File: config.mk
export PLATFORM = sky130hd
export DESIGN_NAME = spice_node_integrator
export DESIGN_NICKNAME = d
export VERILOG_FILES = /design/src/rtl/spice_node_integrator.sv
export SDC_FILE = /design/constraint.sdc
export NUM_CORES = 1
export LEC_CHECK = 0
export CAP_MARGIN = 40
export CELL_PAD_IN_SITES_DETAIL_PLACEMENT = 1
export CELL_PAD_IN_SITES_GLOBAL_PLACEMENT = 1
export CORE_UTILIZATION = 39
export CTS_CLUSTER_SIZE = 25
export DETAILED_ROUTE_END_ITERATION = 10
export GPL_TIMING_DRIVEN = 0
export PLACE_DENSITY_LB_ADDON = 0.1
export SETUP_SLACK_MARGIN = 0.15
export SYNTH_ARGS = -nofsm -noshare
export SYNTH_HDL_FRONTEND = slang
export SYNTH_SLANG_ARGS = --single-unit
File: constraint.sdc
create_clock -name clk -period 6.1 [get_ports clk]
set_input_delay 0.61 -clock clk [delete_from_list [all_inputs] [get_ports clk]]
set_output_delay 0.61 -clock clk [all_outputs]
set_load 0.01 [all_outputs]
File: src/rtl/spice_node_integrator.sv
// spice_node_integrator
//   Sequential node model. A step snapshots N signed branch currents, sums
//   them over N cycles through a single adder, then integrates the sum into
//   the node voltage through a capacitance shift. The result is clamped to
//   the rails, and a hysteretic logic level is derived from it.
//
// Ports
//   clk      simulation clock
//   reset    synchronous, active-high reset
//   step     start one integration step (accepted only while idle)
//   i_bus    N signed currents, channel k at bits [k*W +: W]
//   v        node voltage, signed, registered
//   p        hysteretic logic level of v
//   busy     high while accumulating or applying
//   done     one-cycle pulse after v has been updated
//   overrun  sticky; set by a step that arrives while busy
//
// Handshake: step is a one-cycle request with no ready signal. It is taken
// at a clock edge only when busy is low. A step seen while busy is high is
// dropped and sets overrun. done pulses once for each accepted step, in the
// cycle right after v changes. Because the block is idle while done is high,
// a new step may be raised in that same cycle.
module spice_node_integrator #(
  parameter int W      = 16,
  parameter int N      = 4,
  parameter int CSHIFT = 2,
  parameter int V_HI   = 16384,
  parameter int V_LO   = -16384,
  parameter int V_INIT = 0,
  parameter int TH_HI  = 4096,
  parameter int TH_LO  = -4096
) (
  input  logic           clk,
  input  logic           reset,
  input  logic           step,
  input  logic [N*W-1:0] i_bus,
  output logic [W-1:0]   v,
  output logic           p,
  output logic           busy,
  output logic           done,
  output logic           overrun
);

  // The accumulator is wide enough that N full-scale currents cannot overflow.
  // The voltage sum uses one more bit so that v + delta is always exact.
  localparam int AW = W + $clog2(N) + 1;
  localparam int SW = AW + 1;
  localparam int IW = (N > 1) ? $clog2(N) : 1;

  localparam logic signed [SW-1:0] RAIL_HI = SW'(V_HI);
  localparam logic signed [SW-1:0] RAIL_LO = SW'(V_LO);
  localparam logic signed [W-1:0]  THR_HI  = W'(TH_HI);
  localparam logic signed [W-1:0]  THR_LO  = W'(TH_LO);
  localparam logic                 P_INIT  = (V_INIT > TH_HI) ? 1'b1 : 1'b0;

  typedef enum logic [1:0] {
    IDLE  = 2'd0,
    ACCUM = 2'd1,
    APPLY = 2'd2
  } state_t;

  state_t               state;
  logic signed [W-1:0]  snap [N];
  logic signed [AW-1:0] acc;
  logic [IW-1:0]        idx;

  logic signed [AW-1:0] delta;
  logic signed [SW-1:0] sum;
  logic signed [W-1:0]  v_next;
  logic                 p_next;

  assign busy = (state != IDLE);

  // Integration and clamping. Landing exactly on a rail is not a clamp, and
  // landing exactly on a threshold leaves p unchanged.
  always_comb begin
    delta = acc >>> CSHIFT;
    sum   = SW'($signed(v)) + SW'(delta);
    if (sum > RAIL_HI) begin
      v_next = W'(V_HI);
    end else if (sum < RAIL_LO) begin
      v_next = W'(V_LO);
    end else begin
      v_next = sum[W-1:0];
    end
    p_next = p;
    if (v_next > THR_HI) begin
      p_next = 1'b1;
    end else if (v_next < THR_LO) begin
      p_next = 1'b0;
    end
  end

  always_ff @(posedge clk) begin
    if (reset) begin
      state   <= IDLE;
      acc     <= '0;
      idx     <= '0;
      v       <= W'(V_INIT);
      p       <= P_INIT;
      done    <= 1'b0;
      overrun <= 1'b0;
    end else begin
      done <= 1'b0;
      case (state)
        IDLE: begin
          if (step) begin
            // Snapshot all channels so that i_bus is free to move afterwards.
            for (int k = 0; k < N; k++) begin
              snap[k] <= $signed(i_bus[k*W +: W]);
            end
            acc   <= '0;
            idx   <= '0;
            state <= ACCUM;
          end
        end
        ACCUM: begin
          acc <= acc + AW'(snap[idx]);
          idx <= idx + IW'(1);
          if (idx == IW'(N - 1)) begin
            state <= APPLY;
          end
        end
        APPLY: begin
          v     <= v_next;
          p     <= p_next;
          done  <= 1'b1;
          state <= IDLE;
        end
        default: state <= IDLE;
      endcase
      if (step && (state != IDLE)) begin
        overrun <= 1'b1;
      end
    end
  end

endmodule

==> Yosys cells after proc, flatten, opt, wreduce, memory -nomap -nowiden <==
Memory sizes are Yosys's and may differ from the RTL's. A register that Yosys moved wholly into a read port is not among the register bits.
Index checks and enable logic that the tools add are counted.
{ "word_totals": {"reg_bits": 42, "latchBits": 0, "mem_bits_rw": 64, "mem_bits_ro": 0, "inputBits": 67, "output_inout_bits": 20, "elab_cells": 46, "mem_count": 1} }
{ "mem_list": {"columns": ["name", "words", "word_bits", "rd", "rd_clocked_by_memory_dff", "wr", "line_no", "source"], "rows": [
  ["snap", 4, 16, 1, 1, 4, "63", "logic signed [W-1:0] snap [N];"]
]} }
{ "op_classes": {"add_sub_neg": 3, "n_mul": 0, "n_div": 0, "order_cmp": 4, "eq_ne": 5, "n_shift": 0, "n_mux": 18, "bitwise_logic": 0, "n_reduce_logical": 8} }
{ "ops": {"columns": ["op", "n"], "rows": [
  ["one-hot mux 19 bit (2 select lines)", 1],
  ["two-way mux 16 bit", 2],
  ["adder 19 x 16 -> 19 bit", 1],
  ["two-way mux 19 bit", 1],
  ["adder 16 x 17 -> 18 bit", 1],
  ["> comparator 18 x 16 -> 1 bit, second input constant", 1],
  ["< comparator 18 x 15 -> 1 bit, second input constant", 1],
  ["> comparator 16 x 14 -> 1 bit, second input constant", 1],
  ["< comparator 16 x 13 -> 1 bit, second input constant", 1],
  ["two-way mux 2 bit", 5],
  ["one-hot mux 2 bit (2 select lines)", 2],
  ["two-way mux 1 bit", 7],
  ["AND reduction 2 bit", 3],
  ["nonzero test 2 bit", 3],
  ["== test 2 bit, second input constant", 2],
  ["!= test 2 bit, second input constant", 2],
  ["adder 2 x 1 -> 2 bit, second input constant", 1],
  ["== test 2 x 1 -> 1 bit, second input constant", 1],
  ["logical NOT 2 bit", 1],
  ["logical AND 1 bit", 1]
]} }

==> Logic depth before layout (Yosys ltp) <==
Gate-level depths: netlist of the first run.
{ "logic_depth": {"depth_word": 7, "ltp_mapped": 13, "mapped_depth_nobuf": 12} }

==> Least setup slack after synthesis of the first run <==
No wires, ideal clock.
{ "synth_timing": {"path_kind": "input to register", "from": "input port reset", "to": "memory snap[0][0], enable pin", "setup_time_ns": 0.578, "t_arrival_ns": 5.527, "required_time_ns": 5.522, "slack_ns": -0.005, "stages": 2, "path_buffers": 1, "path_cell_list": "clkbuf_1 > nor3b_1"} }
{ "synth_rtl": {"columns": ["item", "line_no", "source"], "rows": [
  ["start: declaration", "34", "input logic reset,"],
  ["end: declaration", "63", null]
]} }

==> impl_metrics.sql, run 1 <==
INSERT INTO impl_metrics (metric_group, metric, value, unit) VALUES
('outcome', 'outcome', 'completed', ''),
('finish', 'area_growth', '26.2', '%'),
('die', 'initial_utilization', '40.2', '%'),
('critical_path', 'critical_path.slowest_cell', 'sky130_fd_sc_hd__mux4_2', ''),
('critical_path', 'timing.critical_path.max_delay_family', 'compound AO/OA/AOI/OAI gates', ''),
('critical_path', 'worstReg2RegEnd', 'acc[18]', ''),
('detailed_routing', 'drt_drc_violations_left', '0', ''),
('finish', 'share_of_post_route_cells_with_drive_strength_above_1', '9.08', '%'),
('detailed_routing', 'drc_violation_total_after_the_first_tritonroute_iteration', '162', ''),
('critical_path', 'cp_max_fanout', '8', ''),
('detailed_routing', 'vias_after_detailed_routing', '4213', ''),
('synthesis', 'asyncSetResetFlopFracSynth', '0', '%'),
('synthesis', 'syn-instance-count', '489', ''),
('grt', 'number_of_global_route_vias_before_repair', '4362', ''),
('worst_hold_path', 'min_to', 'overrun', ''),
('critical_path', 'worst_r2r_path_depth', '13', ''),
('finish', 'multi_input_comb_area', '2700', 'um2'),
('die', 'die_height', '122', 'um'),
('grt', 'grt.met1_usage', '24.6', '%'),
('die', 'placementRows', '43', ''),
('synthesis', 'synth_seq_area_share', '50.1', '%'),
('grt', 'antenna_found_initial', '0', ''),
('synthesis', 'yosysUniqueCellTypes', '63', ''),
('finish', 'antennaDiodeCount', '0', ''),
('critical_path', 'timing.critical_path.required', '6.32', 'ns'),
('run', 'maxCapViolations', '0', ''),
('worst_hold_path', 'hp-start', 'overrun', ''),
('grt', 'globalRouteOverflowTotal', '0', ''),
('timing', 'fin_hold_ws', '0.493', 'ns'),
('synthesis', 'postSynth.topFlopCell', 'sky130_fd_sc_hd__edfxtp_1', ''),
('detailed_routing', 'dr_vias_cell', '5.44', ''),
('critical_path', 'r2r_setup_slack', '1.90', 'ns'),
('die', 'placeableCoreArea', '13900', 'um2'),
('clocking', 'tritoncts', 'built', ''),
('detailed_routing', 'routed_wl', '13100', 'um'),
('finish', 'most-common-layout-cells', 'sky130_fd_sc_hd__clkdlybuf4s50_1 (86), sky130_fd_sc_hd__edfxtp_1 (64), sky130_fd_sc_hd__nor2_1 (48)', ''),
('grt', 'globalRouteMet3Util', '2.34', '%'),
('pwr', 'power-per-cell-area', '243', 'nW/um2'),
('critical_path', 'critPathLaunchType', 'flop', ''),
('die', 'floorplan.die.width', '122', 'um'),
('grt', 'wire_length_of_the_first_global_routing_pass', '21600', 'um'),
('timing', 'final-max-slew-violation-count', '0', ''),
('timing', 'finalCritPeriodShare', '68.8', '%'),
('clocking', 'cts.clk_slew.worst_paths', '0.08', 'ns'),
('timing', 'rsz0062_at_grt', 'false', ''),
('timing', 'slew_headroom', '56.0', '%'),
('finish', 'fillerInstances', '1490', ''),
('timing', 'finalWorstPathRequiredPeriod', '4.20', 'ns'),
('critical_path', 'cp_num_buf_inv', '3', ''),
('critical_path', 'cp_slowest_stage_delay', '0.53', 'ns'),
('synthesis', 'synth_edf_count', '64', ''),
('critical_path', 'critical_path.endpoint_type', 'flop', ''),
('timing', 'final_hold_viol_count', '0', ''),
('placed_design', 'detailedPlacementHpwl', '10600', 'um'),
('detailed_routing', 'detail_route.wl_per_cell', '17.0', 'um'),
('critical_path', 'critical_path.cell_chain', 'clkbuf_1 -> buf_1 -> buf_6 -> mux4_2 -> ha_1 -> a21oi_1 -> o21ai_0 -> o21ai_0 -> a21oi_1 -> o211ai_1 -> o311ai_0 -> mux2i_1 -> a21oi_1', ''),
('clocking', 'ctsResizeCount', '0', ''),
('synthesis', 'synth.ff_latch_count', '108', ''),
('clocking', 'postCtsSetupBuffers', '0', ''),
('die', 'top_level_pins', '87', ''),
('clocking', 'clock_tree.root_cell', 'sky130_fd_sc_hd__clkbuf_16', ''),
('worst_hold_path', 'worst_hold_path_stage_count', '2', ''),
('synthesis', 'syn_area', '5600', 'um2'),
('critical_path', 'dominant_cell_type_by_count_on_the_critical_path', 'sky130_fd_sc_hd__a21oi_1', ''),
('grt', 'globalRoute.busiestLayer', 'met2', ''),
('placed_design', 'number_of_buffers_inserted_by_port_buffering', '86', ''),
('timing', 'max_slew.worst_pin.slew', '0.660', 'ns'),
('synthesis', 'mappedNetlistNets', '594', ''),
('critical_path', 'worst_ep_arrival_time', '4.41', 'ns'),
('grt', 'grt_use_total', '18.9', '%'),
('timing', 'fmax', '238', 'MHz');
==> cell families after synthesis <==
group                      synth area share (%)
muxes                                      6.80
DFF                                        50.1
xor gates and xnor gates                   3.29
and+or+nand+nor                            11.0
buffers and inverters                      1.83
adders and majority gates                  8.77
AOI/OAI and AO/OA                          18.2
==> cell type report <==
class,instances,area share (%)
multi-input combinational,354,38.3
buffer,13,0.709
timing repair buffer,90,13.0
inverter,14,0.744
clock inverter,7,1.21
tap,180,3.19
sequential,108,39.7
clock buffer,9,3.19
==> worst min-delay path, cell delays in order (launching register included) <==
cell                      delay [ns]
sky130_fd_sc_hd__dfxtp_1        0.34
sky130_fd_sc_hd__a21oi_1        0.05
sky130_fd_sc_hd__nor2_1         0.07
==> power breakdown <==
| part | switching [mW] | total (mW) | internal [mW] |
|---|---|---|---|
| Sequential | 0.0181 | 0.821 | 0.803 |
| Clock | 0.287 | 0.617 | 0.329 |
| Combinational | 0.142 | 0.280 | 0.138 |
==> worst max-delay path by stage <==
stage | start | endpoint | slack (ns) | depth (start not counted)
after floorplan | flop | acc[17] | 2.24 | 13
after global placement | reset | snap[0][3] | 0.80 | 3
after detailed placement | flop | acc[18] | 1.86 | 13
after CTS | flop | acc[18] | 1.82 | 13
after global routing | flop | acc[18] | 1.51 | 13
final | flop | acc[18] | 1.90 | 13
==> registers in the layout (all words and copies together) (netlist names), named ones only <==
signal and flops:
snap 64, v 16, p 1, done 1, idx 2, acc 19, overrun 1, state 2
==> cell usage after synthesis (3+ instances only) <==
master | count | area [um2]
sky130_fd_sc_hd__clkbuf_1 | 11 | 41.3
sky130_fd_sc_hd__o21ai_1 | 4 | 20.0
sky130_fd_sc_hd__nand2b_1 | 3 | 18.8
sky130_fd_sc_hd__xnor2_1 | 12 | 105
sky130_fd_sc_hd__nand3_1 | 6 | 30.0
sky130_fd_sc_hd__edfxtp_1 | 64 | 1920
sky130_fd_sc_hd__a22oi_1 | 17 | 128
sky130_fd_sc_hd__nor3_1 | 12 | 60.1
sky130_fd_sc_hd__or3_1 | 3 | 18.8
sky130_fd_sc_hd__dfxtp_1 | 44 | 881
sky130_fd_sc_hd__nor2_1 | 48 | 180
sky130_fd_sc_hd__a22o_1 | 6 | 52.6
sky130_fd_sc_hd__nor2b_1 | 6 | 37.5
sky130_fd_sc_hd__a21oi_1 | 38 | 190
sky130_fd_sc_hd__xor2_1 | 9 | 78.8
sky130_fd_sc_hd__ha_1 | 36 | 450
sky130_fd_sc_hd__o211ai_1 | 5 | 37.5
sky130_fd_sc_hd__o21a_1 | 3 | 22.5
sky130_fd_sc_hd__nand2_1 | 33 | 124
sky130_fd_sc_hd__a211oi_1 | 4 | 30.0
sky130_fd_sc_hd__a21oi_2 | 3 | 26.3
sky130_fd_sc_hd__mux4_2 | 16 | 360
sky130_fd_sc_hd__inv_1 | 14 | 52.6
sky130_fd_sc_hd__and2_1 | 5 | 31.3
sky130_fd_sc_hd__o31ai_1 | 4 | 30.0
sky130_fd_sc_hd__o21ai_0 | 19 | 95.1
sky130_fd_sc_hd__o21bai_1 | 8 | 60.1
sky130_fd_sc_hd__a21o_1 | 9 | 67.6
==> per-stage QoR <==
stage               power [mW]  utilization, %  instances  setup slack [ns]  area (um2)
finish                    1.72            50.7        775              1.90        7060
floorplan                 1.02               -        489              2.24        5600
detailed placement        1.12            48.4        759              1.86        6750
global route              1.79            50.7        775              1.51        7060
CTS                       1.73            50.7        775              1.82        7060
global placement          1.10            48.0        755             0.804        6690
==> per-layer routing <==
metal / vias up / part of all wire, %
li1: 2072 / -
met1: 2058 / 47
met2: 73 / 49
met3: 10 / 2.9
met4: 0 / 1.1
met5: - / 0
(Power assumes the default switching activity.)
==> inputs of run 2 (changes only) <==
==> constraint.sdc (replaced) <==
create_clock -name clk -period 3.74 [get_ports clk]
set_input_delay 0.374 -clock clk [delete_from_list [all_inputs] [get_ports clk]]
set_output_delay 0.374 -clock clk [all_outputs]
set_load 0.01 [all_outputs]
==> run 2 against run 1 <==
Compared with the run above:
- cell count unchanged
- utilization up 0.26 points
- die area unchanged
- count of clock-buffer cells in the layout unchanged
- register-to-register slack worse by 1.5 ns
- cell area up 0.51%
- global-route usage up 0.20 points
- hold slack better by 0.0097 ns
- worst setup slack worse by 1.5 ns
- maximum frequency up 24%
- first-iteration DRC count down 29%
==> impl_metrics.sql, run 2 (synthesis results as in run 1) <==
INSERT INTO impl_metrics (metric_group, metric, value, unit) VALUES
('pwr', 'vdd_ir_drop_max', '0.342', 'mV'),
('critical_path', 'timing.critical_path.required', '4.01', 'ns'),
('detailed_routing', 'routed_wl', '13300', 'um'),
('detailed_routing', 'postRouteAntennaNets', '0', ''),
('die', 'fp.dieArea', '14800', 'um2'),
('finish', 'most-common-layout-cells', 'sky130_fd_sc_hd__clkdlybuf4s50_1 (86), sky130_fd_sc_hd__edfxtp_1 (64), sky130_fd_sc_hd__nor2_1 (48)', ''),
('clocking', 'clock_tree.htree_level_count', '3', ''),
('critical_path', 'worst_ep_arrival_time', '3.64', 'ns'),
('timing', 'fmax', '297', 'MHz'),
('critical_path', 'critPathLaunchType', 'flop', ''),
('finish', 'final_area', '7100', 'um2'),
('placed_design', 'detailedPlacementHpwl', '10800', 'um'),
('timing', 'finalCritPeriodShare', '90.1', '%'),
('critical_path', 'r2r_setup_slack', '0.37', 'ns'),
('finish', 'instances_no_fill', '775', ''),
('clocking', 'clock-sinks', '108', ''),
('timing', 'setup-violations-final', '0', ''),
('detailed_routing', 'dr.pass1.iters', '4', ''),
('worst_hold_path', 'holdCritPathClass', 'reg2reg', ''),
('detailed_routing', 'drt_drc_violations_left', '0', ''),
('finish', 'antennaDiodeCount', '0', ''),
('clocking', 'cts_buffer_depth', '2', ''),
('finish', 'top_register', 'snap', ''),
('die', 'top_level_pins', '87', ''),
('grt', 'antenna_found_initial', '0', ''),
('pwr', 'power.static_leakage', '2.64', 'nW'),
('die', 'initial_utilization', '40.2', '%'),
('die', 'die_height', '122', 'um'),
('clocking', 'number_of_clock_buffers_inserted_by_tritoncts', '9', ''),
('grt', 'globalRouteOverflowTotal', '0', ''),
('grt', 'number_of_global_route_vias_before_repair', '4405', ''),
('placed_design', 'number_of_buffers_inserted_by_port_buffering', '86', ''),
('pwr', 'power-per-cell-area', '388', 'nW/um2'),
('placed_design', 'placed_cell_area', '6740', 'um2'),
('timing', 'layout_setup_ws', '0.370', 'ns'),
('finish', 'largest_register_ffs', '64', ''),
('run', 'maxCapViolations', '0', ''),
('die', 'placementRows', '43', ''),
('detailed_routing', 'detail_route.wl_per_cell', '17.2', 'um'),
('finish', 'final_common_cell', 'sky130_fd_sc_hd__clkdlybuf4s50_1', ''),
('critical_path', 'worstReg2RegEnd', 'acc[17]', ''),
('worst_hold_path', 'worst_hold_path_stage_count', '2', ''),
('timing', 'max_slew.worst_pin.slew', '0.718', 'ns'),
('placed_design', 'preCtsSetupSlack', '-0.424', 'ns'),
('timing', 'finalWorstPathRequiredPeriod', '3.37', 'ns'),
('timing', 'rsz0062_at_grt', 'false', ''),
('detailed_routing', 'dr_vias_cell', '5.45', ''),
('grt', 'wire_length_of_the_first_global_routing_pass', '21500', 'um'),
('finish', 'utilization', '50.9', '%'),
('grt', 'grt_use_total', '19.1', '%'),
('critical_path', 'critical_path.endpoint_type', 'flop', ''),
('detailed_routing', 'drc_violation_total_after_the_first_tritonroute_iteration', '115', ''),
('timing', 'final_hold_viol_count', '0', ''),
('timing', 'final-max-slew-violation-count', '0', ''),
('grt', 'grt_start_max_net_pins', '22', ''),
('finish', 'fillerInstances', '1509', ''),
('critical_path', 'cp_max_fanout', '10', ''),
('critical_path', 'worst_r2r_path_depth', '13', ''),
('finish', 'share_of_post_route_cells_with_drive_strength_above_1', '10.3', '%'),
('timing', 'slew_headroom', '52.1', '%'),
('die', 'floorplan.die.width', '122', 'um'),
('finish', 'layout.area.seq', '2800', 'um2'),
('critical_path', 'critical_path.endpoint', 'acc[17]', ''),
('outcome', 'outcome', 'completed', ''),
('clocking', 'tritoncts', 'built', ''),
('timing', 'fin_hold_ws', '0.502', 'ns'),
('finish', 'area_growth', '26.8', '%'),
('finish', 'nNetsFinal', '695', ''),
('clocking', 'cts.clk_slew.worst_paths', '0.08', 'ns'),
('placed_design', 'placedCellCount', '758', ''),
('clocking', 'insertion_delay', '0.36', 'ns'),
('finish', 'multi_input_comb_area', '2720', 'um2'),
('detailed_routing', 'vias_after_detailed_routing', '4225', ''),
('finish', 'layout_top_registers', 'snap x64, acc x19, v x16', ''),
('timing', 'finClkSkew', '0.0134', 'ns'),
('clocking', 'cts_hold_repair.buffers', '0', ''),
('placed_design', 'gp_routability_congestion', '0.860', ''),
('critical_path', 'setup.worst_path.class', 'reg2reg', ''),
('clocking', 'clock_tree.root_cell', 'sky130_fd_sc_hd__clkbuf_16', ''),
('die', 'placeableCoreArea', '13900', 'um2');
-- run 2: cell count changes in the layout (fill, tap and decap cells not counted), sizes merged --
cell    change
clkinv      +4
inv         -3
buf         +1
bufinv      -1
clkbuf      -1
-- run 2: area by class of cell --
type                            instances  share of cell area, %
Timing Repair Buffer                   90                   12.9
Clock inverter                          7                   1.04
Multi-Input combinational cell        354                   38.4
Clock buffer                            9                   3.17
Buffer                                 13                   1.11
Sequential cell                       108                   39.5
Inverter                               14                  0.741
Tap cell                              180                   3.17
-- run 2: worst min path at each step --
stage,from,to,slack [ns]
after floorplan,acc[18],acc[18],0.46
after global placement,overrun,overrun,0.45
after detailed placement,v[7],v[7],0.50
after CTS,v[15],v[15],0.51
after global routing,v[12],v[12],0.53
final,v[15],v[15],0.50
-- run 2: stage by stage --
stage | TNS (ns) | power [mW]
after floorplan | 0 | 1.66
after global placement | -9.62 | 1.80
after detailed placement | -1.47 | 1.83
after CTS | 0 | 2.79
after global routing | 0 | 2.88
final | 0 | 2.75
-- run 2: layer usage --
layer | GRT usage (%) | share of wire [%]
met3 | 2.90 | 2.9
met2 | 33.4 | 50
met5 | 0 | 0
met1 | 23.7 | 46
met4 | 7.25 | 1.5
-- run 2: worst max-delay path, cell delays in order, from the launching register on --
cell,delay (ns)
sky130_fd_sc_hd__dfxtp_1,0.31
sky130_fd_sc_hd__clkbuf_2,0.25
sky130_fd_sc_hd__clkbuf_4,0.30
sky130_fd_sc_hd__mux4_2,0.36
sky130_fd_sc_hd__ha_4,0.26
sky130_fd_sc_hd__a21o_1,0.18
sky130_fd_sc_hd__a21o_1,0.17
sky130_fd_sc_hd__a21o_1,0.19
sky130_fd_sc_hd__a211o_1,0.29
sky130_fd_sc_hd__and2_1,0.20
sky130_fd_sc_hd__a211oi_2,0.29
sky130_fd_sc_hd__a21oi_1,0.13
sky130_fd_sc_hd__xnor2_1,0.15
sky130_fd_sc_hd__o31ai_1,0.20
-- run 2: repair_timing --
item / 4_1_cts / 5_1_grt
pin swaps: 0 / 2
resized for setup: 8 / 8
buffers inserted: 0 / 1
endpoints found under the setup margin: 10 / 4
-- run 2: power breakdown --
| group | internal [mW] | switching, mW | total [mW] | leakage, nW |
|---|---|---|---|---|
| clock network | 0.473 | 0.473 | 0.946 | 0.147 |
| logic | 0.231 | 0.236 | 0.468 | 1.55 |
| registers | 1.31 | 0.0298 | 1.34 | 0.950 |
| total | 2.01 | 0.739 | 2.75 | 2.64 |
==> inputs of run 3 (changes only) <==
--- a/config.mk
+++ b/config.mk
@@ -8,6 +8,7 @@
 export CAP_MARGIN = 40
 export CELL_PAD_IN_SITES_DETAIL_PLACEMENT = 1
 export CELL_PAD_IN_SITES_GLOBAL_PLACEMENT = 1
+export CORE_MARGIN = 3
 export CORE_UTILIZATION = 39
 export CTS_CLUSTER_SIZE = 25
 export DETAILED_ROUTE_END_ITERATION = 10
==> run 3 against run 2 <==
Compared with the run above:
- die area grew 6.7%
- utilization grew 0.12 points
- global-route usage shrank 1.2 points
- largest power group unchanged
- highest routed layer unchanged
==> impl_metrics.sql, run 3 (synthesis results as in run 1) <==
INSERT INTO impl_metrics (metric_group, metric, value, unit) VALUES
('critical_path', 'setup.worst_path.class', 'reg2reg', ''),
('critical_path', 'worst_ep_arrival_time', '3.67', 'ns'),
('critical_path', 'critical_path.endpoint_type', 'flop', ''),
('placed_design', 'preCtsSetupSlack', '-0.481', 'ns'),
('placed_design', 'placed_cell_area', '6740', 'um2'),
('grt', 'grt.met1_usage', '22.8', '%'),
('grt', 'globalRouteMet2Util', '31.6', '%'),
('finish', 'antennaDiodeCount', '0', ''),
('critical_path', 'cp_slowest_stage_delay', '0.57', 'ns'),
('critical_path', 'critPathLaunchType', 'flop', ''),
('detailed_routing', 'dr_vias_cell', '5.44', ''),
('clocking', 'tritoncts', 'built', ''),
('critical_path', 'timing.critical_path.required', '4.01', 'ns'),
('clocking', 'clock_tree.htree_level_count', '3', ''),
('worst_hold_path', 'hp-start', 'overrun', ''),
('detailed_routing', 'vias_after_detailed_routing', '4225', ''),
('detailed_routing', 'dr.pass1.iters', '4', ''),
('critical_path', 'cp_num_buf_inv', '2', ''),
('run', 'maxCapViolations', '0', ''),
('critical_path', 'cp_max_fanout', '10', ''),
('placed_design', 'placedCellCount', '758', ''),
('die', 'initial_utilization', '40.2', '%'),
('grt', 'globalRouteOverflowTotal', '0', ''),
('clocking', 'number_of_clock_buffers_inserted_by_tritoncts', '9', ''),
('worst_hold_path', 'holdCritPathClass', 'reg2reg', ''),
('timing', 'layout_setup_ws', '0.339', 'ns'),
('grt', 'number_of_global_route_vias_before_repair', '4534', ''),
('critical_path', 'dominant_cell_type_by_count_on_the_critical_path', 'sky130_fd_sc_hd__a21o_1', ''),
('critical_path', 'critical_path.slowest_cell', 'sky130_fd_sc_hd__mux4_2', ''),
('detailed_routing', 'postRouteAntennaNets', '0', ''),
('pwr', 'power-per-cell-area', '395', 'nW/um2'),
('timing', 'rsz0062_at_grt', 'false', ''),
('timing', 'finalCritPeriodShare', '90.9', '%'),
('die', 'placementRows', '43', ''),
('finish', 'area_growth', '27.1', '%'),
('finish', 'most-common-layout-cells', 'sky130_fd_sc_hd__clkdlybuf4s50_1 (86), sky130_fd_sc_hd__edfxtp_1 (64), sky130_fd_sc_hd__nor2_1 (48)', ''),
('timing', 'setup-violations-final', '0', ''),
('die', 'fp.dieArea', '15800', 'um2'),
('placed_design', 'gp_routability_congestion', '0.803', ''),
('grt', 'antenna_found_initial', '0', ''),
('pwr', 'power.internal', '2.07', 'mW'),
('clocking', 'clock_tree.root_cell', 'sky130_fd_sc_hd__clkbuf_16', ''),
('outcome', 'outcome', 'completed', ''),
('pwr', 'vdd_ir_drop_max', '0.233', 'mV'),
('placed_design', 'detailedPlacementHpwl', '10900', 'um'),
('pwr', 'report.power.total', '2.81', 'mW'),
('timing', 'setup-tns-final', '0', 'ns'),
('clocking', 'clock-sinks', '108', ''),
('critical_path', 'critical_path.cell_chain', 'buf_6 -> buf_8 -> mux4_2 -> ha_4 -> a21o_1 -> a21o_1 -> a21o_1 -> a211o_1 -> and2_1 -> a211oi_2 -> a21oi_1 -> xnor2_1 -> o31ai_1', ''),
('finish', 'fillerInstances', '1488', ''),
('grt', 'wire_length_of_the_first_global_routing_pass', '22800', 'um'),
('finish', 'layout_top_registers', 'snap x64, acc x19, v x16', ''),
('detailed_routing', 'routed_wl', '13900', 'um'),
('grt', 'grt_use_total', '17.9', '%'),
('timing', 'finalWorstPathRequiredPeriod', '3.40', 'ns'),
('timing', 'fin_hold_ws', '0.471', 'ns'),
('grt', 'globalRouteMet3Util', '2.84', '%'),
('timing', 'final-max-slew-violation-count', '0', ''),
('pwr', 'sequentialPowerShare', '47.8', '%'),
('placed_design', 'number_of_buffers_inserted_by_port_buffering', '86', ''),
('timing', 'finClkSkew', '0.00883', 'ns'),
('clocking', 'cts.clk_slew.worst_paths', '0.08', 'ns'),
('timing', 'slew_headroom', '42.7', '%'),
('detailed_routing', 'detail_route.wl_per_cell', '17.9', 'um'),
('worst_hold_path', 'worst_hold_path_stage_count', '2', ''),
('critical_path', 'worst_r2r_path_depth', '13', ''),
('die', 'floorplan.die.width', '126', 'um'),
('detailed_routing', 'drc_violation_total_after_the_first_tritonroute_iteration', '162', ''),
('pwr', 'power.static_leakage', '2.65', 'nW'),
('pwr', 'sw_frac_of_total', '26.1', '%'),
('critical_path', 'r2r_setup_slack', '0.34', 'ns'),
('grt', 'grt_start_max_net_pins', '21', ''),
('clocking', 'cts_buffer_depth', '2', ''),
('die', 'die_height', '126', 'um'),
('grt', 'globalRoute.busiestLayer', 'met2', ''),
('die', 'placeableCoreArea', '13900', 'um2'),
('clocking', 'insertion_delay', '0.35', 'ns'),
('pwr', 'p_sw', '0.734', 'mW'),
('finish', 'largest_register_ffs', '64', ''),
('critical_path', 'worstReg2RegEnd', 'acc[17]', ''),
('finish', 'nNetsFinal', '696', ''),
('pwr', 'power.share.clock', '35.4', '%'),
('finish', 'final_area', '7110', 'um2'),
('pwr', 'p_comb_share', '16.8', '%'),
('die', 'top_level_pins', '87', ''),
('timing', 'fmax', '294', 'MHz'),
('clocking', 'cts_hold_repair.buffers', '0', ''),
('timing', 'max_slew.worst_pin.slew', '0.859', 'ns'),
('worst_hold_path', 'min_to', 'overrun', ''),
('critical_path', 'timing.critical_path.max_delay_family', 'compound AO/OA/AOI/OAI gates', ''),
('detailed_routing', 'drt_drc_violations_left', '0', ''),
('timing', 'final_hold_viol_count', '0', ''),
('finish', 'share_of_post_route_cells_with_drive_strength_above_1', '10.7', '%'),
('finish', 'utilization', '51.0', '%'),
('finish', 'top_register', 'snap', ''),
('finish', 'instances_no_fill', '776', ''),
('finish', 'final_common_cell', 'sky130_fd_sc_hd__clkdlybuf4s50_1', '');
-- run 3: changes by cell type in the layout (fill, tap and decap cells not counted), sizes merged --
cell / delta
clkinv: -3
buf: +1
bufinv: +1
clkinvlp: +1
inv: +1
-- run 3: per-layer routing --
layer  share of wire (%)  vias up
li1                    -     2077
met1                  45     2061
met2                  50       75
met3                 3.3       12
met4                 1.3        0
met5                   0        -
-- run 3: worst max-delay path by stage --
stage	to	startpoint	depth (start not counted)
after floorplan	acc[17]	flop	13
after global placement	acc[17]	flop	13
after detailed placement	acc[18]	flop	12
after CTS	acc[17]	flop	13
after global routing	v[10]	acc[2]	12
final	acc[17]	flop	13
-- run 3: timing repair --
| item | CTS | global route |
|---|---|---|
| setup buffers | 0 | 2 |
| endpoints found under the hold margin | 0 | 0 |
| pin swaps | 0 | 2 |
| gates resized for setup | 9 | 9 |
| endpoints found under the setup margin | 9 | 4 |
| cloned | 0 | 0 |
-- run 3: power groups by stage --
stage	logic [mW]	clock network [mW]	registers, mW
2_1_floorplan	0.301	0	1.36
3_3_place_gp	0.435	0	1.37
3_5_place_dp	0.458	0	1.37
4_1_cts	0.464	1.03	1.34
5_1_grt	0.524	1.07	1.35
6_report	0.471	0.994	1.34
-- run 3: area by class of cell --
cell class                 count  area (um2)  share of cell area, %
multi-input combinational    354        2740                   38.5
sequential                   108        2800                   39.4
inverter                      14        52.6                  0.739
clock buffer                   9         225                   3.17
tap                          180         225                   3.17
timing repair buffer          91         917                   12.9
buffer                        13        73.8                   1.04
clock inverter                 7        80.1                   1.13
-- run 3: tightest hold or removal path, stage by stage (launching register included) --
cell	delay, ns
sky130_fd_sc_hd__dfxtp_1	0.33
sky130_fd_sc_hd__a21oi_1	0.04
sky130_fd_sc_hd__nor2_1	0.07
